[config.mk]
export PLATFORM = sky130hd
export DESIGN_NAME = dense_to_csr_encoder
export DESIGN_NICKNAME = d
export VERILOG_FILES = /design/src/rtl/dense_to_csr_encoder.sv
export SDC_FILE = /design/constraint.sdc
export NUM_CORES = 1
export LEC_CHECK = 0
export BUFFER_PORTS_ARGS = -buffer_cell sky130_fd_sc_hd__buf_2
export CELL_PAD_IN_SITES_DETAIL_PLACEMENT = 0
export CELL_PAD_IN_SITES_GLOBAL_PLACEMENT = 2
export CORE_MARGIN = 2
export CORE_UTILIZATION = 33
export CTS_BUF_LIST = sky130_fd_sc_hd__clkbuf_4 sky130_fd_sc_hd__clkbuf_8
export CTS_CLUSTER_DIAMETER = 80
export DETAILED_ROUTE_END_ITERATION = 6
export HOLD_SLACK_MARGIN = 0.03
export MAX_ROUTING_LAYER = met4
export PLACE_DENSITY_LB_ADDON = 0.1
export SYNTH_ARGS = -nofsm -noshare
export SYNTH_HDL_FRONTEND = slang
export SYNTH_SLANG_ARGS = --single-unit
[constraint.sdc]
create_clock -name clk_i -period 3.61 [get_ports clk_i]
set_clock_uncertainty 0.05 [all_clocks]
set_input_delay 0.361 -clock clk_i [delete_from_list [all_inputs] [get_ports clk_i]]
set_output_delay 0.361 -clock clk_i [all_outputs]
set_load 0.1 [all_outputs]
[src/rtl/dense_to_csr_encoder.sv]
// Dense row-major matrix stream to CSR (NV/CI/RP) encoder feeding the sparse multiply core.
// Arrays are written in place as elements are accepted and held frozen once done_o rises.
module dense_to_csr_encoder #(
  parameter int DATA_W   = 32,
  parameter int MAX_ELEM = 16,
  parameter int IDX_W    = 4
) (
  input  logic                             clk_i,
  input  logic                             rst_i,
  input  logic                             start_i,
  input  logic [IDX_W-1:0]                 rows_i,
  input  logic [IDX_W:0]                   cols_i,
  input  logic                             elem_valid_i,
  input  logic [DATA_W-1:0]                elem_data_i,
  output logic                             elem_ready_o,
  output logic [MAX_ELEM-1:0][DATA_W-1:0]  NV_o,
  output logic [MAX_ELEM-1:0][IDX_W-1:0]   CI_o,
  output logic [MAX_ELEM-1:0][IDX_W-1:0]   RP_o,
  output logic [IDX_W-1:0]                 nnz_o,
  output logic                             busy_o,
  output logic                             done_o,
  output logic                             overflow_o
);

  localparam logic [1:0] S_IDLE = 2'd0;
  localparam logic [1:0] S_LOAD = 2'd1;
  localparam logic [1:0] S_DONE = 2'd2;

  // nnz saturates one below MAX_ELEM so every row pointer fits in IDX_W bits
  localparam logic [IDX_W-1:0] NNZ_MAX = IDX_W'(MAX_ELEM - 1);
  localparam logic [IDX_W:0]   COL_MAX = (IDX_W+1)'(MAX_ELEM);
  localparam logic [IDX_W:0]   COL_ONE = (IDX_W+1)'(1);
  localparam logic [IDX_W-1:0] ROW_ONE = IDX_W'(1);

  logic [1:0]       state_q;
  logic [IDX_W-1:0] rows_q, row_q;
  logic [IDX_W:0]   cols_q, col_q;

  logic             start_ok, accept, nonzero, store, drop, last_col, last_row;
  logic [IDX_W:0]   cols_clamped;
  logic [IDX_W-1:0] nnz_nxt;

  always_comb begin
    start_ok     = start_i && (state_q != S_LOAD);
    accept       = (state_q == S_LOAD) && elem_valid_i;
    nonzero      = (elem_data_i != '0);
    store        = accept && nonzero && (nnz_o != NNZ_MAX);
    drop         = accept && nonzero && (nnz_o == NNZ_MAX);
    nnz_nxt      = nnz_o + {{(IDX_W-1){1'b0}}, store};
    last_col     = (col_q == cols_q - COL_ONE);
    last_row     = (row_q == rows_q - ROW_ONE);
    cols_clamped = (cols_i > COL_MAX) ? COL_MAX : cols_i;
  end

  assign elem_ready_o = (state_q == S_LOAD);
  assign busy_o       = (state_q == S_LOAD);
  assign done_o       = (state_q == S_DONE);

  always_ff @(posedge clk_i) begin
    if (rst_i) begin
      state_q    <= S_IDLE;
      NV_o       <= '0;
      CI_o       <= '0;
      RP_o       <= '0;
      nnz_o      <= '0;
      overflow_o <= 1'b0;
      rows_q     <= '0;
      cols_q     <= '0;
      row_q      <= '0;
      col_q      <= '0;
    end else if (start_ok) begin
      NV_o       <= '0;
      CI_o       <= '0;
      RP_o       <= '0;
      nnz_o      <= '0;
      overflow_o <= 1'b0;
      rows_q     <= rows_i;
      cols_q     <= cols_clamped;
      row_q      <= '0;
      col_q      <= '0;
      state_q    <= (rows_i == '0 || cols_clamped == '0) ? S_DONE : S_LOAD;
    end else if (accept) begin
      if (store) begin
        NV_o[nnz_o] <= elem_data_i;
        CI_o[nnz_o] <= col_q[IDX_W-1:0];
        nnz_o       <= nnz_nxt;
      end
      if (drop) overflow_o <= 1'b1;
      // row pointer carries the post-accept count, so it includes this element if stored
      if (last_col) begin
        col_q                <= '0;
        RP_o[row_q + ROW_ONE] <= nnz_nxt;
        row_q                <= row_q + ROW_ONE;
        if (last_row) state_q <= S_DONE;
      end else begin
        col_q <= col_q + COL_ONE;
      end
    end
  end

endmodule

* After elaboration in Yosys (flattened, before gate mapping) *
Cells that the tools add are included.

storage, ports and cells
  flip-flop bits (word level) = 665
  bits of input ports = 45
  logic and storage cells = 107
  output and inout bits = 648

operators by class
  mux-type cells = 16
  add/sub/neg operators = 5
  $lt $le $gt $ge = 5
  equality and inequality tests = 7
  reduce and logical (&&, ||, !) cells = 19

operators by type and width
  operator               number
  $bwmux W512            1
  $bwmux W64             2
  $demux W32 S4          1
  $demux W4 S4           2
  $mux W32               1
  $reduce_bool A32 Y1    1
  $lt A4 B5 Y1 const B   2
  $mux W2                5
  $mux W5                2
  $ge A4 B1 Y1 const B   2
  $mux W4                2
  $logic_and A1 B1 Y1    7
  $reduce_and A2 Y1      3
  $reduce_bool A2 Y1     3
  $add A5 B1 Y5 const B  1
  $eq A5 B5 Y1           1
  $gt A5 B5 Y1 const B   1
  $logic_not A5 Y1       1
  $sub A5 B1 Y5 const B  1
  $add A4 B1 Y4          1
  $add A4 B1 Y4 const B  1
  $eq A4 B4 Y1           1
  $eq A4 B4 Y1 const B   1
  $logic_not A4 Y1       1
  8 further kinds        8

* Longest topological paths before layout *
Gate-level depths: netlist of run 1.

  word-level depth = 6
  mapped depth = 12

* Least setup slack after synthesis of run 1 *
Ideal clock, no wire load.

  path type = reg2reg
  start = reg nnz_o[2]
  end = reg RP_o[10] in the netlist's numbering
  data required time = 3,431 ps
  stages on the path, launching flop included = 11
  period minus slack after synthesis = 3,115 ps
  library setup time = 129 ps
  arrival = 2,936 ps
  setup slack = 495 ps
  cell sequence = dfxtp_1 clkbuf_1 nand2_1 nor2_1 nor2_1 ha_1 ha_1 xor2_1 nand2_1 dlygate4sd1_1 mux2i_1

on the way
  cells in the longest elaborated chain, start to end = 4

ends and longest elaborated chain
  what                           line  text
  start, declared                19    output logic [IDX_W-1:0] nnz_o,
  start signal, assigned         86    nnz_o <= nnz_nxt;
  $ne A4 B4 Y1                   47    store = accept && nonzero && (nnz_o != NNZ_MAX);
  $logic_and A1 B1 Y1            47
  $add A4 B1 Y4 (*)              49    nnz_nxt = nnz_o + {{(IDX_W-1){1'b0}}, store};
  $bwmux W64 (*)                 92    RP_o[row_q + ROW_ONE] <= nnz_nxt;
  end signal, assigned by index  92
  end, declared                  18    output logic [MAX_ELEM-1:0][IDX_W-1:0] RP_o,

Every way passes the cells marked *; elsewhere a longest branch is shown, timed or not.
A chain may end at the register's enable or synchronous reset.

* Worst setup path in the final report of run 1 *
  start = in elem_data_i[24]
  end = reg RP_o[2] in the netlist's numbering

on the way
  cells in the longest elaborated chain, start to end = 5

ends and longest elaborated chain
  what                               line  text
  start, declared                    14    input logic [DATA_W-1:0] elem_data_i,
  $reduce_bool A32 Y1                46    nonzero = (elem_data_i != '0);
  $logic_and A1 B1 Y1 (2 in series)  47
  $add A4 B1 Y4                      49
  $bwmux W64                         92

No other way between the ends.

==> results of run 1 <==
flip-flops by register name, summed over array words and instances (netlist names):
signal      cells
rows_q          4
cols_q          5
NV_o          512
col_q           5
RP_o           64
nnz_o           4
CI_o           64
overflow_o      1
row_q           4
state_q         2
Yosys cell counts (all sizes together) (11+ instances only):
master  number  area [um^2]
nor4        14          103
xor2        11         96.3
buf         78          549
and3        36          225
a21oi       88          444
nand2      242          908
nor3        23          115
dfxtp      665        13300
clkbuf     132          526
inv         12         45.0
mux2i      533         5340
nor2       479         1800
o21ai       15         75.1
or4         18          173
area by class of cell:
| cell class | instances | area [um^2] | share of cell area, % |
|---|---|---|---|
| Multi-Input combinational cell | 1523 | 10100 | 31.5 |
| Clock buffer | 192 | 2400 | 7.52 |
| Tap cell | 959 | 1200 | 3.76 |
| Sequential cell | 665 | 13300 | 41.7 |
| Timing Repair Buffer | 812 | 4710 | 14.8 |
| Antenna cell | 2 | 5.00 | 0.0157 |
| Inverter | 12 | 45.0 | 0.141 |
| Clock inverter | 22 | 186 | 0.584 |
worst reg2reg max path, stage by stage (launching register included):
cell      delay [ns]
dfxtp_1         0.32
nand2b_1        0.17
inv_1           0.14
and2_1          0.16
buf_4           0.24
o21ai_0         0.14
buf_4           0.18
nor2_1          0.09
ha_1            0.19
ha_1            0.23
xor2_1          0.17
nand2_1         0.07
buf_4           0.22
mux2i_1         0.15
worst paths after layout:
check / end / slack (ns) / cells after the start
worst max-delay path: RP_o[2] / 0.37 / 14
worst max register to register: RP_o[42] / 1.01 / 13
worst min register to register: CI_o[14] / 0.40 / 2
worst min-delay path: NV_o[149] / 0.10 / 4
timing repair:
item,CTS,global route
endpoints found under the hold margin,26,0
hold buffers,29,0
resized for setup,0,0
power by group through the flow:
stage | Sequential [uW] | Clock, uW | Combinational [uW]
after floorplan | 7590 | 0 | 333
after global placement | 7530 | 0 | 681
after detailed placement | 7530 | 0 | 686
after CTS | 7370 | 7700 | 712
after global routing | 7370 | 8030 | 745
final | 7370 | 7480 | 702
per-stage QoR:
| stage | hold slack (ns) | total power (uW) | util (%) | cell area [um^2] |
|---|---|---|---|---|
| floorplan | 0.398 | 7930 | - | 24400 |
| global placement | 0.386 | 8210 | 39.8 | 29000 |
| detailed placement | 0.391 | 8220 | 39.8 | 29000 |
| CTS | 0.0334 | 15800 | 43.7 | 31900 |
| global route | 0.0644 | 16100 | 43.7 | 31900 |
| finish | 0.102 | 15600 | 43.7 | 31900 |
layer usage:
metal,track usage (%),up-vias
met2,41.4,615
li1,-,9474
met1,26.5,9480
met3,6.62,199
met5,-,-
met4,11.7,0
cells by family after synthesis:
family          after synthesis  share of synthesized area [%]
simple gates                838                           14.3
flops                       665                           54.7
mux                         533                           21.9
buf+inv                     229                           4.87
compound gates              122                           2.96
xor+xnor                     20                          0.750
fa+ha+maj                    10                          0.514
==> flow_summary.ini, run 1 <==
[setup_path]
worstReg2RegStart = state_q[1]
cp-end-kind = register
crit_chain = dlygate4sd3_1 -> buf_2 -> nor4_1 -> nand4_1 -> buf_4 -> o21ai_0 -> buf_4 -> nor2_1 -> ha_1 -> ha_1 -> xor2_1 -> nand2_1 -> buf_4 -> mux2i_1
crit_type = in2reg
cp-start-kind = input port
cp_data_required_time_ns = 4.14
critPathLaunch = elem_data_i[24]
slowest_stage = nor4_1
crit_family = buffers and inverters
crit_buf_inv = 5
slowest_delay_ns = 0.70
cp.arrival_ns = 3.78
crit_top_cell = buf_4
crit_fanout = 16

[worst_hold_path]
hold_path.class = in2reg
min_from = elem_data_i[21]

[yosys]
netlist_instances = 2417
yosys_warnings = 0
synth_seq_cells = 665
avgSynthCellArea_um2 = 10.1
synth_ff_type = dfxtp_1
synth_nets = 2472
synth_edf_count = 0
ys_async_sr_fraction_pct = 0
ys_seq_area_share_pct = 54.7
syn_area_um2 = 24400
synth_cell_types = 47

[clock_tree]
clock-sinks = 665
cts_buffers = 116
cts_tree = done
h-tree-depth = 3
clock-root-buffer = clkbuf_8
cts.clk_slew.worst_paths_ns = 0.06
post_cts_buffers = 0
clk_path_buf_depth = 3
insertion_delay_ns = 0.72

[pwr]
combinationalPowerShare_pct = 4.5
peakVddDrop_v = 0.000274
clkPwrFrac_pct = 48.1
switching_share_pct = 24.1
power.switching_uw = 3750
power_density_nw_per_um2 = 487
p_leak_uw = 0.0177
intPower_uw = 11800
seqPwrFrac_pct = 47.4

[placed_design]
dp_cells = 3942
pre_cts_slack_ns = 0.139
dpl.hpwl_mm = 66.1
portBuffers = 692
place_congestion = 0.803

[routing]
first_iter_violations = 916
wl_met1_mm = 36.1
vias_per_cell = 4.72
drt-total-wl_mm = 93.9
route.detailed.drc = 0
highest-signal-layer = met4
drt_pass1_iterations = 5
wl_met2_mm = 46.7
wl_per_cell_um = 22.4
dr_total_vias = 19800
antenna_left = 0
wl_met3_mm = 6.62

[timing]
min_period_ns = 3.24
fin_ws_ns = 0.366
worst-slew-pin-transition_ns = 0.817
setup_viol = 0
slew_violations = 0
hold_viol = 0
fin_tns_setup_ns = 0
rsz0062_at_grt = false
post-route-period-util_pct = 89.9
slew_headroom_pct = 45.0
fmax_ghz = 0.308

[die]
dieArea_um2 = 76000
num_rows = 99
die_y_um = 276
ios = 693
coreArea_um2 = 73000
start_util_pct = 33.4
die_w_um = 276

[global_routing]
grt_max_degree = 128
antenna_found_initial = 1
track_usage_pct = 24.5
grt_first_pass_wirelength_mm = 132
grt_pass1_vias = 19300
grt-ovfl-total = 0

[cells_and_area]
mostFrequentLayoutCells = buf_2 (692), dfxtp_1 (665), mux2i_1 (533)
nets = 3185
syn_to_final_growth_pct = 31.0
final_common_cell = buf_2
layout-drive-gt1-share_pct = 32.0
fillers = 7224
stdcell_count = 4187

[run_status]
status = finished clean

[flow_run]
maxCapViolCount = 0
(Power assumes the default switching activity.)
==> inputs of run 2 (changes only) <==
==> constraint.sdc (replaced) <==
create_clock -name clk_i -period 3.61 [get_ports clk_i]
set_clock_uncertainty 0.05 [all_clocks]
set_input_delay 0.1805 -clock clk_i [delete_from_list [all_inputs] [get_ports clk_i]]
set_output_delay 0.1805 -clock clk_i [all_outputs]
set_load 0.1 [all_outputs]
==> flow_summary.ini, run 2 (synthesis results as in run 1) <==
[timing]
rsz0062_at_grt = false
min_period_ns = 3.02
fin_tns_setup_ns = 0
slew_violations = 0
fin_ws_ns = 0.590
fmax_ghz = 0.331
setup_viol = 0
hold_viol = 0
worst-slew-pin-transition_ns = 0.763
post-route-period-util_pct = 83.7
slew_headroom_pct = 48.7

[setup_path]
crit_fanout = 16
cp_data_required_time_ns = 4.13
crit_type = in2reg
cp-end-kind = register
cp-start-kind = input port
cp.arrival_ns = 3.54

[cells_and_area]
nets = 3214
mostFrequentLayoutCells = buf_2 (692), dfxtp_1 (665), mux2i_1 (533)
largestRegisters = NV_o: 512 flops, CI_o: 64 flops, RP_o: 64 flops
regMostFlops = NV_o
post-route-util_pct = 44.0
stdcell_area_um2 = 32100
regArea_um2 = 13300
syn_to_final_growth_pct = 31.7
final_common_cell = buf_2
fillers = 7332
layout-drive-gt1-share_pct = 31.3
largest_reg_flops = 512
multiInputGateArea_um2 = 10100

[clock_tree]
clock-root-buffer = clkbuf_8
h-tree-depth = 3
cts_tree = done
clk_path_buf_depth = 3
insertion_delay_ns = 0.71
cts_buffers = 114
cts.clk_slew.worst_paths_ns = 0.07
clock-sinks = 665

[routing]
wl_met1_mm = 37.2
vias_per_cell = 4.71
wl_per_cell_um = 22.7
drt-total-wl_mm = 95.2
wl_met2_mm = 48.9
wl_met3_mm = 6.07
highest-signal-layer = met4
drt_pass1_iterations = 5
antenna_left = 0
route.detailed.drc = 0
first_iter_violations = 1045
dr_total_vias = 19800

[worst_hold_path]
hold_path.class = in2reg

[global_routing]
grt_max_degree = 76
grt_first_pass_wirelength_mm = 135
grt_pass1_vias = 19400
track_usage_pct = 24.8
antenna_found_initial = 2
grt-ovfl-total = 0

[die]
dieArea_um2 = 76000
die_y_um = 276
coreArea_um2 = 73000
num_rows = 99
start_util_pct = 33.4
ios = 693
die_w_um = 276

[placed_design]
place_congestion = 0.825
portBuffers = 692
dpl.hpwl_mm = 66.9
place_area_um2 = 29000
pre_cts_slack_ns = 0.354

[run_status]
status = finished clean

[flow_run]
maxCapViolCount = 0

[pwr]
power_density_nw_per_um2 = 480
p_leak_uw = 0.0177
peakVddDrop_v = 0.000331
run 2: area by class of cell:
type	instances	area share [%]
Sequential cell	665	41.5
Timing Repair Buffer	843	15.6
Clock buffer	182	7.05
Antenna cell	2	0.0156
Multi-Input combinational cell	1523	31.3
Tap cell	959	3.74
Clock inverter	17	0.566
Inverter	12	0.140
run 2: path summary, 6_finish.rpt:
kind                        start    endpoint  slack [ns]  cells past startpoint
hold / removal            start_i  state_q[0]        0.16                      5
hold reg to reg         NV_o[135]   NV_o[135]        0.40                      2
setup reg to reg       state_q[0]    RP_o[56]        0.74                      5
setup / recovery  elem_data_i[17]     RP_o[2]        0.59                     13
run 2: stage by stage:
step / hold WS [ns] / power, uW / cells
3_3_place_gp: 0.387 / 8230 / 3942
4_1_cts: 0.0948 / 15600 / 4201
3_5_place_dp: 0.393 / 8230 / 3942
6_report: 0.164 / 15400 / 4203
5_1_grt: 0.173 / 16000 / 4203
2_1_floorplan: 0.266 / 7930 / 2417
run 2: what timing repair did:
action / 4_1_cts / 5_1_grt
endpoints found under the hold margin: 491 / 0
buffers inserted: 0 / 0
hold buffers: 60 / 0
gates resized for setup: 0 / 0
run 2: where the power goes:
group	leakage (uW)	switching (uW)	total [uW]	internal, uW
Combinational	0.0111	544	742	199
Sequential	0.00536	15.1	7370	7360
Clock	0.00129	3110	7270	4150
run 2: layer usage:
layer | vias up | GRT usage (%)
li1 | 9510 | -
met1 | 9576 | 27.3
met2 | 564 | 43.2
met3 | 139 | 6.45
met4 | 0 | 8.63
met5 | - | -
run 2: worst max-delay path, cell delays in order:
cell and delay (ns):
dlygate4sd3_1 0.54, buf_2 0.26, nor4_1 0.46, nand4_1 0.42
o21ai_0 0.41, buf_4 0.20, nor2_1 0.04, ha_1 0.23
ha_1 0.24, xor2_1 0.15, nand2_1 0.09, buf_4 0.21
mux2i_1 0.09
==> inputs of run 3 (changes only) <==
- clock period: 3.61 -> 2.83 ns (I/O delays scaled with it)
==> flow_summary.ini, run 3 (synthesis results as in run 1) <==
[run_status]
status = finished clean

[routing]
route.detailed.drc = 0
dr_total_vias = 20000
drt-total-wl_mm = 94.8
first_iter_violations = 1060
antenna_left = 0
drt_pass1_iterations = 5
vias_per_cell = 4.72
wl_per_cell_um = 22.4

[timing]
min_period_ns = 2.60
fmax_ghz = 0.385
fin_tns_setup_ns = 0
worst-slew-pin-transition_ns = 0.890
slew_violations = 0
setup_viol = 0
hold_viol = 0
post-route-period-util_pct = 91.8
slew_headroom_pct = 40.2
rsz0062_at_grt = false

[cells_and_area]
final_common_cell = buf_2
regMostFlops = NV_o
largestRegisters = NV_o: 512 flops, CI_o: 64 flops, RP_o: 64 flops
post-route-util_pct = 44.7
layout-drive-gt1-share_pct = 32.1
fillers = 7184
mostFrequentLayoutCells = buf_2 (692), dfxtp_1 (661), mux2i_1 (533)
largest_reg_flops = 512
nets = 3234
syn_to_final_growth_pct = 33.9

[setup_path]
worstReg2RegStart = cols_q[1]
cp_data_required_time_ns = 3.36
reg2reg_slack_ns = 0.23
r2r_end = RP_o[53]
r2r_cells = 7
cp-end-kind = register
cp-start-kind = register
cp.arrival_ns = 3.13
crit_fanout = 18
crit_type = reg2reg

[global_routing]
grt_max_degree = 128
use_met1_pct = 27.5
track_usage_pct = 24.8
grt_pass1_vias = 19800
grt-busiest-layer = met2
antenna_found_initial = 1
use_met2_pct = 41.4
grt-ovfl-total = 0
grt_first_pass_wirelength_mm = 135
use_met3_pct = 6.43

[worst_hold_path]
min_from = cols_i[0]
holdPathStages = 4
hold_path.class = in2reg
whs_endpoint = state_q[0]

[clock_tree]
h-tree-depth = 3
cts_tree = done
clock-root-buffer = clkbuf_8
insertion_delay_ns = 0.69
clock-sinks = 665
cts.clk_slew.worst_paths_ns = 0.06
clk_path_buf_depth = 3
cts_buffers = 114

[die]
coreArea_um2 = 73000
ios = 693
start_util_pct = 33.4
num_rows = 99
die_w_um = 276
die_y_um = 276
dieArea_um2 = 76000

[placed_design]
place_congestion = 0.823
portBuffers = 692
dpl.hpwl_mm = 67.8

[pwr]
power_density_nw_per_um2 = 609
p_leak_uw = 0.0180
peakVddDrop_v = 0.000383

[flow_run]
maxCapViolCount = 0
run 3: cell count changes in the layout (fill, tap and decap cells not counted), moves of 2 or more:
cell / previous run / this run
buf_12: 21 / 40
dfxtp_1: 665 / 661
clkbuf_4: 39 / 33
dlygate4sd3_1: 60 / 62
dfxtp_2: 0 / 4
clkinv_2: 7 / 9
inv_6: 3 / 1
clkbuf_8: 143 / 155
run 3: how the worst max path moves through the flow:
stage,startpoint,to,cells after the start
CTS,cols_q[1],row_q[1],8
global route,cols_q[1],RP_o[59],7
detailed placement,elem_data_i[23],RP_o[2],12
floorplan,state_q[1],RP_o[13],11
finish,cols_q[1],RP_o[53],7
global placement,elem_data_i[23],RP_o[2],12
run 3: critical path, stage by stage, from the launching register on:
cell and delay (ns):
dfxtp_1 0.37, inv_1 0.06, ha_1 0.29, xnor2_1 0.13, nor3_1 0.22, nand2_1 0.42
or4_1 0.75, mux2i_1 0.17
run 3: per-layer routing:
metal | part of all wire [%] | routed length (um)
met1 | 39 | 37200
met2 | 49 | 46400
met3 | 6.8 | 6480
met4 | 4.9 | 4650
met5 | 0 | 0
run 3: layout make-up:
cell class	count	area, um^2	share of cell area, %
Antenna cell	2	5.00	0.0154
Clock buffer	188	2380	7.30
Clock inverter	17	173	0.530
Inverter	12	48.8	0.150
Multi-Input combinational cell	1523	10100	30.9
Sequential cell	665	13300	40.9
Tap cell	959	1200	3.68
Timing Repair Buffer	863	5400	16.6
run 3: power by group:
| group | internal, uW | switching (uW) | total, uW |
|---|---|---|---|
| Sequential | 9390 | 17.9 | 9400 |
| Combinational | 263 | 699 | 961 |
| Clock | 5480 | 4010 | 9490 |
run 3: repair_timing:
action | CTS | global route
buffers inserted | 0 | 0
endpoints found under the hold margin | 513 | 0
hold buffers | 62 | 0
gates resized for setup | 0 | 2
setup endpoints to repair | 0 | 41
run 3: per-stage QoR:
| stage | hold slack (ns) | total power [uW] | area (um^2) | std cells | worst slack, ns |
|---|---|---|---|---|---|
| 2_1_floorplan | 0.227 | 10100 | 24400 | 2417 | 0.0724 |
| 3_3_place_gp | 0.387 | 10500 | 29400 | 3960 | -0.0754 |
| 3_5_place_dp | 0.392 | 10500 | 29400 | 3960 | -0.108 |
| 4_1_cts | 0.278 | 20100 | 32600 | 4227 | 0.0583 |
| 5_1_grt | 0.336 | 20600 | 32600 | 4229 | 0.0849 |
| 6_report | 0.362 | 19900 | 32600 | 4229 | 0.233 |
